`config.mk`:
```
export PLATFORM = sky130hd
export DESIGN_NAME = if_stage
export DESIGN_NICKNAME = d
export VERILOG_FILES = /design/src/rtl/if_stage.sv
export SDC_FILE = /design/constraint.sdc
export NUM_CORES = 1
export LEC_CHECK = 0
export BUFFER_PORTS_ARGS = -buffer_cell sky130_fd_sc_hd__buf_2
export CORE_MARGIN = 3
export CORE_UTILIZATION = 55
export CTS_CLUSTER_SIZE = 16
export DETAILED_ROUTE_END_ITERATION = 8
export GPL_TIMING_DRIVEN = 1
export PLACE_DENSITY = 0.84
export SKIP_LAST_GASP = 1
export SYNTH_ARGS = -nofsm -noshare
export SYNTH_HDL_FRONTEND = slang
export SYNTH_SLANG_ARGS = --single-unit
```
`constraint.sdc`:
```
create_clock -name clk_i -period 4.95 [get_ports clk_i]
set_input_delay 0.495 -clock clk_i [delete_from_list [all_inputs] [get_ports clk_i]]
set_output_delay 0.495 -clock clk_i [all_outputs]
set_load 0.005 [all_outputs]
```
`src/rtl/if_stage.sv`:
```
// ---------------------------------------------------------------------------
// if_stage -- instruction fetch stage with a one-entry skid buffer.
//
// Purpose:
//   Issues word-aligned fetch requests to instruction memory, registers the
//   returned word into the IF/ID register that feeds decode, and absorbs a
//   decode stall that coincides with a completed fetch in a one-entry skid
//   buffer, so no instruction is dropped or duplicated. A redirect from
//   execute squashes fetch and restarts at the redirect target.
//
// Ports:
//   clk_i         in   1   clock, all state updates on rising edge
//   rst_i         in   1   synchronous active-high reset
//   stall_i       in   1   decode cannot accept; hold IF/ID
//   redirect_i    in   1   taken branch/jump/ret; squash fetch
//   redirectPC_i  in  32   redirect target (low two bits ignored)
//   imemReq_o     out  1   fetch request valid
//   imemAddr_o    out 32   fetch address, word aligned
//   imemReady_i   in   1   memory accepts; imemRdata_i valid same cycle
//   imemRdata_i   in  32   fetched instruction word
//   valid_o       out  1   IF/ID holds a real instruction
//   rs1_o/rs2_o/rd_o out 5 instr[19:15] / [24:20] / [11:7]
//   Instr31_7_o   out 25   instr[31:7]
//   op_o          out  7   instr[6:0]
//   funct3_o      out  3   instr[14:12]
//   PC_o          out 32   address of the held instruction
//   pcPlus4_o     out 32   PC_o + 4 (modulo 2^32)
// ---------------------------------------------------------------------------
module if_stage #(
    parameter logic [31:0] RESET_PC = 32'h0000_0000
) (
    input  logic        clk_i,
    input  logic        rst_i,
    input  logic        stall_i,
    input  logic        redirect_i,
    input  logic [31:0] redirectPC_i,
    output logic        imemReq_o,
    output logic [31:0] imemAddr_o,
    input  logic        imemReady_i,
    input  logic [31:0] imemRdata_i,
    output logic        valid_o,
    output logic [4:0]  rs1_o,
    output logic [4:0]  rs2_o,
    output logic [4:0]  rd_o,
    output logic [24:0] Instr31_7_o,
    output logic [6:0]  op_o,
    output logic [2:0]  funct3_o,
    output logic [31:0] PC_o,
    output logic [31:0] pcPlus4_o
);

    // Canonical NOP (addi x0, x0, 0) used to fill IF/ID with a bubble.
    localparam logic [31:0] NopInstr   = 32'h0000_0013;
    localparam logic [31:0] AlignMask  = 32'hFFFF_FFFC;
    localparam logic [31:0] ResetAlign = RESET_PC & AlignMask;

    typedef enum logic [0:0] {
        StFetch,
        StBuffered
    } state_e;

    state_e      state_q, state_d;
    logic [31:0] pc_q, pc_d;

    // Skid buffer: holds one fetched word when decode stalls on completion.
    logic [31:0] skid_instr_q, skid_instr_d;
    logic [31:0] skid_pc_q, skid_pc_d;
    logic        skid_full_q, skid_full_d;

    // IF/ID register.
    logic        ifid_valid_q, ifid_valid_d;
    logic [31:0] ifid_instr_q, ifid_instr_d;
    logic [31:0] ifid_pc_q, ifid_pc_d;

    logic        fetch_req;
    logic        fetch_done;
    logic [31:0] pc_plus4;
    logic [31:0] redirect_target;

    // Requests only go out in FETCH; reset suppresses the request outright.
    assign fetch_req       = (state_q == StFetch) && !rst_i;
    assign fetch_done      = fetch_req && imemReady_i;
    assign pc_plus4        = pc_q + 32'd4;
    assign redirect_target = redirectPC_i & AlignMask;

    assign imemReq_o  = fetch_req;
    assign imemAddr_o = pc_q;

    // Next-state logic. Reset is applied in the register process.
    always_comb begin
        state_d      = state_q;
        pc_d         = pc_q;
        skid_instr_d = skid_instr_q;
        skid_pc_d    = skid_pc_q;
        skid_full_d  = skid_full_q;
        ifid_valid_d = ifid_valid_q;
        ifid_instr_d = ifid_instr_q;
        ifid_pc_d    = ifid_pc_q;

        if (redirect_i) begin
            // Redirect wins over stall and any same-cycle response.
            state_d      = StFetch;
            pc_d         = redirect_target;
            skid_full_d  = 1'b0;
            ifid_valid_d = 1'b0;
            ifid_instr_d = NopInstr;
            ifid_pc_d    = 32'd0;
        end else begin
            unique case (state_q)
                StFetch: begin
                    if (fetch_done) begin
                        pc_d = pc_plus4;
                        if (stall_i) begin
                            // Decode is busy: park the word, stop requesting.
                            skid_instr_d = imemRdata_i;
                            skid_pc_d    = pc_q;
                            skid_full_d  = 1'b1;
                            state_d      = StBuffered;
                        end else begin
                            ifid_valid_d = 1'b1;
                            ifid_instr_d = imemRdata_i;
                            ifid_pc_d    = pc_q;
                        end
                    end else if (!stall_i) begin
                        // Nothing arrived and decode wants something: bubble.
                        ifid_valid_d = 1'b0;
                        ifid_instr_d = NopInstr;
                        ifid_pc_d    = 32'd0;
                    end
                end
                StBuffered: begin
                    if (!stall_i && skid_full_q) begin
                        ifid_valid_d = 1'b1;
                        ifid_instr_d = skid_instr_q;
                        ifid_pc_d    = skid_pc_q;
                        skid_full_d  = 1'b0;
                        state_d      = StFetch;
                    end
                end
                default: begin
                    state_d = StFetch;
                end
            endcase
        end
    end

    always_ff @(posedge clk_i) begin
        if (rst_i) begin
            state_q      <= StFetch;
            pc_q         <= ResetAlign;
            skid_instr_q <= NopInstr;
            skid_pc_q    <= 32'd0;
            skid_full_q  <= 1'b0;
            ifid_valid_q <= 1'b0;
            ifid_instr_q <= NopInstr;
            ifid_pc_q    <= 32'd0;
        end else begin
            state_q      <= state_d;
            pc_q         <= pc_d;
            skid_instr_q <= skid_instr_d;
            skid_pc_q    <= skid_pc_d;
            skid_full_q  <= skid_full_d;
            ifid_valid_q <= ifid_valid_d;
            ifid_instr_q <= ifid_instr_d;
            ifid_pc_q    <= ifid_pc_d;
        end
    end

    // Decode-facing field split of the held instruction.
    assign valid_o     = ifid_valid_q;
    assign op_o        = ifid_instr_q[6:0];
    assign rd_o        = ifid_instr_q[11:7];
    assign funct3_o    = ifid_instr_q[14:12];
    assign rs1_o       = ifid_instr_q[19:15];
    assign rs2_o       = ifid_instr_q[24:20];
    assign Instr31_7_o = ifid_instr_q[31:7];
    assign PC_o        = ifid_pc_q;
    assign pcPlus4_o   = ifid_pc_q + 32'd4;

endmodule
```
==> summary.txt, run 1 <==
Outcome
  • Status: complete, no violations

Cells and area
  • ANT cells: 0
  • Synthesis-to-layout area growth: 20.4%
  • Most common cell after layout, fill and taps aside: buf_2
  • Nets: 1112
  • Fraction of layout cells with a size suffix above 1: 24.1%
  • Commonest non-fill, non-tap cells in the layout: 208 x buf_2, 157 x dfxtp_1, 149 x nand2_1
  • Finished Core Util: 68.8%

GRT
  • Initial antenna violation count: 2
  • Total GRT Usage: 26.2%
  • GRT Residual Overflow: 0
  • First-pass GRT wire length: 31300 µm
  • Vias in the first global route: 6250
  • Largest net degree at the start of global routing: 90

Setup path
  • Arrival @ worst endpoint: 2630 ps
  • Startpoint Class: flop
  • Crit path cell chain: ha_1 > nand3_1 > nor4_2 > nand4_1 > xnor2_1 > buf_2
  • Setup Crit Path Kind: reg -> out
  • CP delay by family, top: simple AND/OR/NAND/NOR gates
  • Critical path's largest stage delay: 770 ps
  • Crit path buffers/inverters: 1
  • Slowest-stage cell, CP: nor4_2
  • Worst-path maximum fanout: 8
  • Crit end category: primary output
  • Critical path data required time: 4450 ps

Routing
  • Vias: 7049
  • Final ANT Viol Nets: 0
  • Routed WL: 19700 µm
  • Residual DRC count: 0
  • First drt pass iteration count: 7
  • WL/cell: 16.1 µm
  • Post-DR vias/cell: 5.76
  • Detailed Route Iter0 Violations: 488

Clock network
  • Post-CTS setup buffer count: 0
  • Clock sinks: 157
  • Clk buf depth: 2
  • Num CTS Buffers: 17
  • Clock transition at the registers of the reported paths: 60 ps
  • # H-tree levels: 4
  • Resize count post-CTS: 0
  • Root Driver: clkbuf_16
  • CTS tree: yes
  • Clk_lat worst skew: 420 ps
  • CTS hold repair buffers: 0

Power
  • Comb power frac: 9.3%
  • Maximum VDD drop: 0.000213 V
  • Clock power frac: 45.0%
  • Static leakage: 3.47 nW
  • P_sw: 708 µW
  • Power, Total: 3.00 mW
  • Net Sw Frac: 23.6%
  • Pint: 2.29 mW
  • Sequential share of power: 45.7%
  • PD cells: 341 nW/µm²

Synthesis
  • #FFs+latches synth: 157
  • Yosys warnings: 0
  • Post-synth top area share: 43.1%
  • Synth Area in Simple Gates: 21.6%
  • Post-Syn Instances: 903
  • Mux contribution to synthesized area: 0%
  • Post-Synth Adder-Cell Area: 0.343%
  • Library cells used by synthesis: 46
  • Top cells by area, synth: dfxtp_1 43%, nand2_1 7.7%, a211oi_1 7.1%, a22oi_1 6.0%, a21oi_1 4.7%
  • XOR/XNOR share of the synthesized area: 4.44%
  • Post-Syn Area: 7300 µm²
  • Largest family of logic cells by synthesized area: compound AO/OA/AOI/OAI gates
  • Area leader, netlist: dfxtp_1
  • Sequential share of the synthesized area: 43.1%
  • Post-Syn Area per Cell: 8.08 µm²
  • Synth Area in Compound Gates: 22.9%

Die
  • Row count: 41
  • Die H: 121 µm
  • Die area: 14700 µm²
  • Initial core utilization: 57.1%
  • Die Width: 121 µm
  • Core ar.: 12800 µm²
  • Ports: 217

Job
  • Max_cap viols: 0

STA
  • Final Critical Period: 3120 ps
  • Final Cycle Share: 63.1%
  • Setup ws final: 1830 ps
  • RSZ-0062 raised after global routing: no
  • Final Skew: 7.25 ps
  • Worst-margin pin slew: 948 ps
  • Max-slew violations: 0
  • Final Setup Violations: 0
  • Hold WS: 285 ps
  • Setup TNS: 0 ps
  • F_max: 0.320 GHz
  • Slew headroom: 36.3%
  • Hold Fails Final Rpt: 0

Placed design
  • Hpwl dp: 13100 µm
  • Port bufs: 208
  • Pre-CTS WS: 2140 ps
  • Routability cong.: 0.855

Worst hold path
  • Hold Path Class: in -> reg
## worst paths after layout
check                                           startpoint                           to  slack [ps]  depth (start not counted)
worst min register to register  skid_pc_q[19]$_SDFFE_PP0P_   skid_pc_q[19]$_SDFFE_PP0P_         450                          2
worst max register to register  imemAddr_o[4]$_SDFFE_PP0P_  imemAddr_o[15]$_SDFFE_PP0P_        2480                          4
worst min-delay path                      redirectPC_i[30]  imemAddr_o[30]$_SDFFE_PP0P_         290                          3
worst max-delay path                  PC_o[2]$_SDFFE_PP0P_                pcPlus4_o[28]        1830                          6
## registers in the layout (all words and copies together) (netlist names)
register	count
ifid_instr_q	32
skid_instr_q	32
PC_o	30
imemAddr_o	30
skid_pc_q	30
skid_full_q	1
state_q	1
valid_o	1
## stage by stage
| stage | cells | cell area (µm²) |
|---|---|---|
| floorplan | 908 | 7320 |
| global placement | 1194 | 8180 |
| finish | 1224 | 8790 |
| CTS | 1224 | 8790 |
| detailed placement | 1194 | 8180 |
| global route | 1224 | 8790 |
## per-layer routing
metal	track usage (%)	routed length, µm	part of all wire, %	vias up
met1	33.6	8140	41	3267
li1	-	-	-	3500
met4	8.82	346	1.8	2
met5	0	9	0.046	-
met3	6.06	1390	7.1	31
met2	43.7	9790	50	249
## cell families (layout without fill, tap and decap cells)
| family | Yosys count | in the layout |
|---|---|---|
| AND/OR/NAND/NOR | 344 | 344 |
| flip-flops | 157 | 157 |
| AO/OA/AOI/OAI | 244 | 244 |
| buffers and inverters | 118 | 262 |
| XOR/XNOR | 37 | 37 |
| other | 1 | 6 |
| adder cells (fa/ha/maj) | 2 | 2 |
## power by group through the flow
stage          combinational, mW  clock (mW)  sequential (mW)
2_1_floorplan              0.177           0             1.38
3_3_place_gp               0.274           0             1.39
3_5_place_dp               0.280           0             1.39
4_1_cts                    0.281        1.36             1.37
5_1_grt                    0.311        1.42             1.38
6_report                   0.279        1.35             1.37
## layout make-up
| class | instances | area [µm²] |
|---|---|---|
| clock buffers | 23 | 468 |
| clock inverters | 7 | 138 |
| fillers | 1079 | 3990 |
| inverters | 15 | 56.3 |
| multi-input cells | 633 | 3650 |
| flip-flops and latches | 157 | 3140 |
| well taps | 172 | 215 |
| repair buffers | 217 | 1120 |
## cells in the mapped netlist (all sizes together)
library cell and number:
a211o 2, or3 7, o21ai 12, nor4 11, a32oi 2, nand2b 4, nand4bb 3, a211oi 69
a311o 2, or4 7, nand3 31, a2111oi 2, nor2 84, o221a 1, buf 36, o41ai 1
clkbuf 67, or2 3, nor3 12, conb 1, a31oi 2, and4 8, a22oi 58, o211ai 7
nand4 21, xnor2 30, a311oi 8, o31a 2, a21oi 68, o221ai 3, ha 2, o2111a 1
dfxtp 157, nor3b 1, o311a 1, xor2 7, and3 3, inv 15, o31ai 3, nand2 149
## worst reg2reg max path, delay by kind of cell (launching register included)
kind             cells  cell delay (ps)
flip-flops           1              480
AO/OA/AOI/OAI        2              620
AND/OR/NAND/NOR      2             1250
Note: power is estimated with default switching activity, not from simulation.
==> run 2, diff against run 1 <==
Settings changed: ABC_AREA set to 1, CORE_UTILIZATION 55 to 53, PLACE_DENSITY 0.84 to 0.81.
Clock period 4.95 ns to 3.1 ns, I/O delays scaled along.
==> summary.txt, run 2 <==
STA
  • Worst-margin pin slew: 906 ps (-41.5 ps)
  • Final Skew: 6.92 ps (-0.322 ps)
  • Setup TNS: 0 ps (unchanged)
  • F_max: 0.389 GHz
  • Slew headroom: 39.5% (+3.2 points)
  • Final Critical Period: 2570 ps
  • Max-slew violations: 0 (unchanged)
  • Final Setup Violations: 0 (unchanged)
  • Hold Fails Final Rpt: 0 (unchanged)
  • Final Cycle Share: 83.0%
  • RSZ-0062 raised after global routing: no

Placed design
  • Dpl cells: 1444 (+21%)
  • Routability cong.: 0.953 (+11%)
  • Port bufs: 208 (unchanged)
  • Placed Area: 8690 µm² (+6.2%)
  • Hpwl dp: 16400 µm (+26%)

Cells and area
  • Commonest non-fill, non-tap cells in the layout: 226 x nand2_1, 208 x buf_2, 157 x a21oi_1
  • Most common cell after layout, fill and taps aside: nand2_1
  • Multi-input gate area: 3890 µm² (+6.8%)
  • FF+latch area: 3140 µm² (about the same)
  • ANT cells: 0 (unchanged)
  • Synthesis-to-layout area growth: 19.2%
  • Nets: 1354 (+22%)
  • Final Cell Area: 9270 µm² (+5.5%)
  • Filler instances: 1288 (+19%)
  • Largest registers: ifid_instr_q: 32 flops, skid_instr_q: 32 flops
  • Fraction of layout cells with a size suffix above 1: 20.9% (-3.2 points)
  • Final Non-Filler Cells: 1475 (+21%)

Setup path
  • Crit end category: primary output
  • Setup Crit Path Kind: reg -> out
  • Slowest-stage cell, CP: dfxtp_1
  • Critical path's largest stage delay: 430 ps (-340 ps)
  • Worst-path maximum fanout: 4 (-4)
  • CP delay by family, top: simple AND/OR/NAND/NOR gates
  • Startpoint Class: flop
  • Crit path cell chain: ha_1 > nand2_1 > nor3_2 > nand3_1 > nor2_1 > nand2_1 > xnor2_1 > buf_2
  • Crit path buffers/inverters: 1 (unchanged)
  • Critical path data required time: 2790 ps (-1660 ps)
  • Crit path top cell by count: nand2_1
  • Arrival @ worst endpoint: 2260 ps (-370 ps)

GRT
  • GRT Residual Overflow: 0 (unchanged)
  • Vias in the first global route: 7279 (+16%)
  • First-pass GRT wire length: 36900 µm (+18%)
  • Total GRT Usage: 27.9% (+1.7 points)
  • Largest net degree at the start of global routing: 62 (-31%)
  • Initial antenna violation count: 1 (-1)

Die
  • Initial core utilization: 55.2% (-1.9 points)
  • Die area: 16200 µm² (+10%)
  • Die Width: 127 µm (+4.9%)
  • Die H: 127 µm (+4.9%)
  • Core ar.: 14100 µm² (+10%)
  • Row count: 43 (+4.9%)
  • Ports: 217 (unchanged)

Power
  • Pint: 3.53 mW (+54%)
  • Comb power frac: 10.2% (+0.9 points)
  • Sequential share of power: 46.3% (+0.6 points)
  • PD cells: 513 nW/µm² (+50%)
  • Maximum VDD drop: 0.000374 V (+76%)
  • Net Sw Frac: 25.7% (+2.1 points)
  • Static leakage: 4.02 nW (+16%)
  • Clock power frac: 43.6% (-1.4 points)
  • P_sw: 1.22 mW (+73%)
  • Power, Total: 4.76 mW (+59%)

Routing
  • First drt pass iteration count: 5 (-2)
  • Post-DR vias/cell: 5.57 (-3.2%)
  • WL/cell: 15.8 µm (-1.5%)
  • Residual DRC count: 0 (unchanged)
  • Routed WL: 23300 µm (+19%)
  • Vias: 8223 (+17%)
  • Final ANT Viol Nets: 0 (unchanged)
  • Detailed Route Iter0 Violations: 731 (+50%)

Synthesis
  • Post-Syn Area per Cell: 6.91 µm² (-15%)
  • Post-synth top area share: 40.4% (-2.7 points)
  • Most frequent cell after synthesis: nand2_1
  • Top cells by area, synth: dfxtp_1 40%, nand2_1 11%, a21oi_1 10%, o21ai_0 6.8%, nor2_1 6.2%
  • #FFs+latches synth: 157 (unchanged)
  • Sequential share of the synthesized area: 40.4% (-2.7 points)
  • Dominant synthesized flop cell: dfxtp_1
  • Area leader, netlist: dfxtp_1
  • Number of synthesized flops with an enable pin: 0 (unchanged)
  • Yosys warnings: 0 (unchanged)
  • Post-Syn Area: 7780 µm² (+6.6%)
  • Library cells used by synthesis: 39 (-15%)
  • Fraction of registers with async set/reset: 0% (unchanged)
  • Post-Syn Instances: 1126 (+25%)
  • Most common library cells after synthesis: 226 x nand2_1, 157 x a21oi_1, 157 x dfxtp_1, 129 x nor2_1, 105 x o21ai_0

Clock network
  • Num CTS Buffers: 17 (unchanged)
  • Clk_lat worst skew: 420 ps (about the same)
  • Root Driver: clkbuf_16
  • # H-tree levels: 4 (unchanged)
  • Clock transition at the registers of the reported paths: 60 ps (about the same)
  • Clock sinks: 157 (unchanged)
  • CTS hold repair buffers: 0 (unchanged)
  • Post-CTS setup buffer count: 0 (unchanged)
  • Resize count post-CTS: 0 (unchanged)
  • CTS tree: yes
  • Clk buf depth: 2 (unchanged)

Job
  • Max_cap viols: 0 (unchanged)

Outcome
  • Status: complete, no violations

Worst hold path
  • Hold Path Class: in -> reg
## run 2: per-layer routing
| metal | GRT usage [%] | vias up | routed length [µm] |
|---|---|---|---|
| met1 | 40.2 | 3703 | 10300 |
| li1 | - | 4025 | - |
| met2 | 41.9 | 440 | 10300 |
| met4 | 9.84 | 2 | 635 |
| met5 | 0 | - | 17 |
| met3 | 5.39 | 53 | 2160 |
## run 2: logic make-up after synthesis
kind of cell,after synthesis,share of synthesized area [%]
AND/OR/NAND/NOR,452,24.2
AO/OA/AOI/OAI,318,21.4
buffers and inverters,163,9.87
flip-flops,157,40.4
XOR/XNOR,33,3.71
adder cells (fa/ha/maj),2,0.322
other,1,0.0482
## run 2: path summary, 6_finish.rpt
kind / from / endpoint / depth (start not counted) / slack [ps]
worst max register to register: state_q$_SDFF_PP0_ / PC_o[24]$_SDFFE_PP0P_ / 6 / 980
worst min-delay path: imemRdata_i[4] / skid_instr_q[4]$_SDFFE_PP1P_ / 3 / 100
worst max-delay path: PC_o[2]$_SDFFE_PP0P_ / pcPlus4_o[22] / 8 / 530
worst min register to register: skid_instr_q[4]$_SDFFE_PP1P_ / skid_instr_q[4]$_SDFFE_PP1P_ / 2 / 480
## run 2: worst register-to-register path, delay by kind of cell (launching register included)
family | cells | cell delay (ps)
AOI/OAI and AO/OA | 3 | 600
buffers and inverters | 3 | 1050
DFF | 1 | 350
## run 2: layout make-up
cell class	count	area share, %
Multi-Input combinational cell	811	42.0
Sequential cell	157	33.9
Tap cell	180	2.43
Timing Repair Buffer	218	12.2
Clock buffer	22	5.11
Clock inverter	9	1.17
Inverter	78	3.18
## run 2: per-stage QoR
step / utilization, % / setup slack, ps / hold slack, ps
finish: 65.8 / 527 / 102
detailed placement: 61.6 / 746 / 462
CTS: 65.8 / 517 / 94.9
global route: 65.8 / 400 / 118
global placement: 61.6 / 838 / 452
floorplan: - / 1390 / 423
## run 2: power groups by stage
| stage | Combinational, mW | Sequential, mW | Clock (mW) |
|---|---|---|---|
| CTS | 0.481 | 2.20 | 2.08 |
| finish | 0.484 | 2.20 | 2.07 |
| detailed placement | 0.477 | 2.24 | 0 |
| global route | 0.542 | 2.21 | 2.17 |
| floorplan | 0.297 | 2.22 | 0 |
| global placement | 0.468 | 2.24 | 0 |
==> run 3, diff against run 2 <==
Settings changed: ABC_AREA 1 to 0, CORE_UTILIZATION 53 to 47, PLACE_DENSITY 0.81 to 0.77.
Clock period 3.1 ns to 2.15 ns, I/O delays scaled along.
==> summary.txt, run 3 (synthesis gave the netlist of run 1 again) <==
STA
  • Hold Fails Final Rpt: 0 (unchanged)
  • Setup ws final: -34.7 ps (-562 ps)
  • Final Critical Period: 2180 ps
  • Final Cycle Share: 102%
  • F_max: 0.458 GHz
  • Final Setup Violations: 1 (+1)
  • Setup TNS: -34.7 ps (-34.7 ps)
  • RSZ-0062 raised after global routing: yes
  • Slew headroom: 48.1% (+8.7 points)
  • Final Skew: 16.3 ps (+9.36 ps)
  • Worst-margin pin slew: 778 ps (-128 ps)
  • Max-slew violations: 0 (unchanged)
  • Hold WS: 27.7 ps (-74.7 ps)

Clock network
  • Root Driver: clkbuf_16
  • Clock sinks: 157 (unchanged)
  • # H-tree levels: 4 (unchanged)
  • Clk buf depth: 2 (unchanged)
  • CTS tree: yes
  • Clock transition at the registers of the reported paths: 60 ps (about the same)
  • Num CTS Buffers: 17 (unchanged)
  • Clk_lat worst skew: 420 ps (about the same)

Routing
  • Post-DR vias/cell: 5.72 (+2.5%)
  • Final ANT Viol Nets: 0 (unchanged)
  • Residual DRC count: 0 (unchanged)
  • WL/cell: 16.6 µm (+4.6%)
  • First drt pass iteration count: 5 (unchanged)
  • Vias: 7415 (-9.8%)
  • Detailed Route Iter0 Violations: 553 (-24%)
  • Routed WL: 21500 µm (-8.0%)

Setup path
  • Arrival @ worst endpoint: 1970 ps (-290 ps)
  • Setup Crit Path Kind: reg -> out
  • Critical path data required time: 1930 ps (-860 ps)
  • Worst-path maximum fanout: 8 (+4)
  • Crit end category: primary output
  • Cells on worst reg2reg path: 5 (-1)
  • Startpoint Class: flop

Worst hold path
  • Hold path depth: 2 (-1)
  • Hold Path Class: in -> reg

Die
  • Die H: 131 µm (+2.7%)
  • Initial core utilization: 49.1% (-6.1 points)
  • Row count: 44 (+2.3%)
  • Die Width: 131 µm (+2.7%)
  • Ports: 217 (unchanged)
  • Core ar.: 14900 µm² (+5.5%)
  • Die area: 17100 µm² (+5.5%)

Cells and area
  • Nets: 1173 (-13%)
  • Filler instances: 1272 (-1.2%)
  • Fraction of layout cells with a size suffix above 1: 30.7% (+9.8 points)
  • ANT cells: 0 (unchanged)
  • Commonest non-fill, non-tap cells in the layout: 207 x buf_2, 148 x nand2_1, 142 x dfxtp_1
  • Synthesis-to-layout area growth: 28.9%
  • Final Non-Filler Cells: 1297 (-12%)
  • Most common cell after layout, fill and taps aside: buf_2
  • Largest registers: ifid_instr_q: 32 flops, skid_instr_q: 32 flops

Outcome
  • Status: complete, but fails checks
  • Failing checks: negative setup slack

GRT
  • Largest net degree at the start of global routing: 88 (+42%)
  • GRT Residual Overflow: 0 (unchanged)
  • Vias in the first global route: 6598 (-9.4%)
  • First-pass GRT wire length: 33600 µm (-8.9%)
  • Total GRT Usage: 24.6% (-3.3 points)
  • Initial antenna violation count: 1 (unchanged)

Placed design
  • Port bufs: 208 (unchanged)
  • Routability cong.: 0.819 (-14%)
  • Dpl cells: 1245 (-14%)
  • Hpwl dp: 14200 µm (-14%)

Power
  • Comb power frac: 11.2% (+1.0 points)
  • P_sw: 1.67 mW (+37%)
  • Pint: 5.14 mW (+45%)
  • Sequential share of power: 45.7% (-0.6 points)
  • Maximum VDD drop: 0.000601 V (+61%)
  • Clock power frac: 43.1% (-0.5 points)
  • PD cells: 723 nW/µm² (+41%)
  • Net Sw Frac: 24.5% (-1.2 points)
  • Static leakage: 3.82 nW (-5.0%)

Job
  • Max_cap viols: 0 (unchanged)
## run 3: critical path, stage by stage (launching register included)
cell and delay [ps]:
dfxtp_4 370, ha_4 150, nand3_4 90, nor4_4 310
buf_6 180, nand4_1 130, xnor2_1 190, buf_2 130
## run 3: routing by layer
metal	vias to the layer above	track usage (%)	share of wire [%]
met5	-	0	0.061
met4	2	7.02	1.9
met3	34	7.36	8.1
met2	285	40.0	48
met1	3473	31.9	42
li1	3621	-	-
## run 3: repair_timing
action | 4_1_cts | 5_1_grt
buffers inserted | 13 | 8
hold buffers | 1 | 0
hold endpoints to repair | 1 | 0
cloned | 0 | 0
pin swaps | 4 | 13
setup endpoints to repair | 17 | 20
resized for setup | 28 | 17
## run 3: per-stage QoR
step | cell area, µm² | power, mW | worst slack (ps) | utilization, %
floorplan | 7320 | 3.58 | 47.0 | -
global placement | 8520 | 3.90 | 137 | 57.3
detailed placement | 8520 | 3.92 | 154 | 57.3
CTS | 9290 | 6.86 | -35.8 | 62.5
global route | 9410 | 7.10 | -152 | 63.3
finish | 9410 | 6.81 | -34.7 | 63.3
## run 3: final cells by class
type,instances,area [µm²],share of cell area (%)
Clock inverter,7,87.6,0.931
Sequential cell,157,3190,33.9
Multi-Input combinational cell,633,3740,39.8
Timing Repair Buffer,278,1620,17.2
Tap cell,184,230,2.45
Clock buffer,23,488,5.19
Inverter,15,56.3,0.598
## run 3: power by group through the flow
stage	sequential, mW	combinational (mW)	clock (mW)
2_1_floorplan	3.18	0.407	0
3_3_place_gp	3.18	0.727	0
3_5_place_dp	3.18	0.739	0
4_1_cts	3.11	0.757	2.99
5_1_grt	3.13	0.842	3.13
6_report	3.11	0.760	2.94
## run 3: final timing paths
path | slack [ps] | to | from
max | -30 | pcPlus4_o[28] | PC_o[3]$_SDFFE_PP0P_
min reg2reg | 450 | skid_instr_q[29]$_SDFFE_PP0P_ | skid_instr_q[29]$_SDFFE_PP0P_
max reg2reg | 130 | imemAddr_o[26]$_SDFFE_PP0P_ | imemAddr_o[3]$_SDFFE_PP0P_
min | 30 | imemAddr_o[3]$_SDFFE_PP0P_ | rst_i
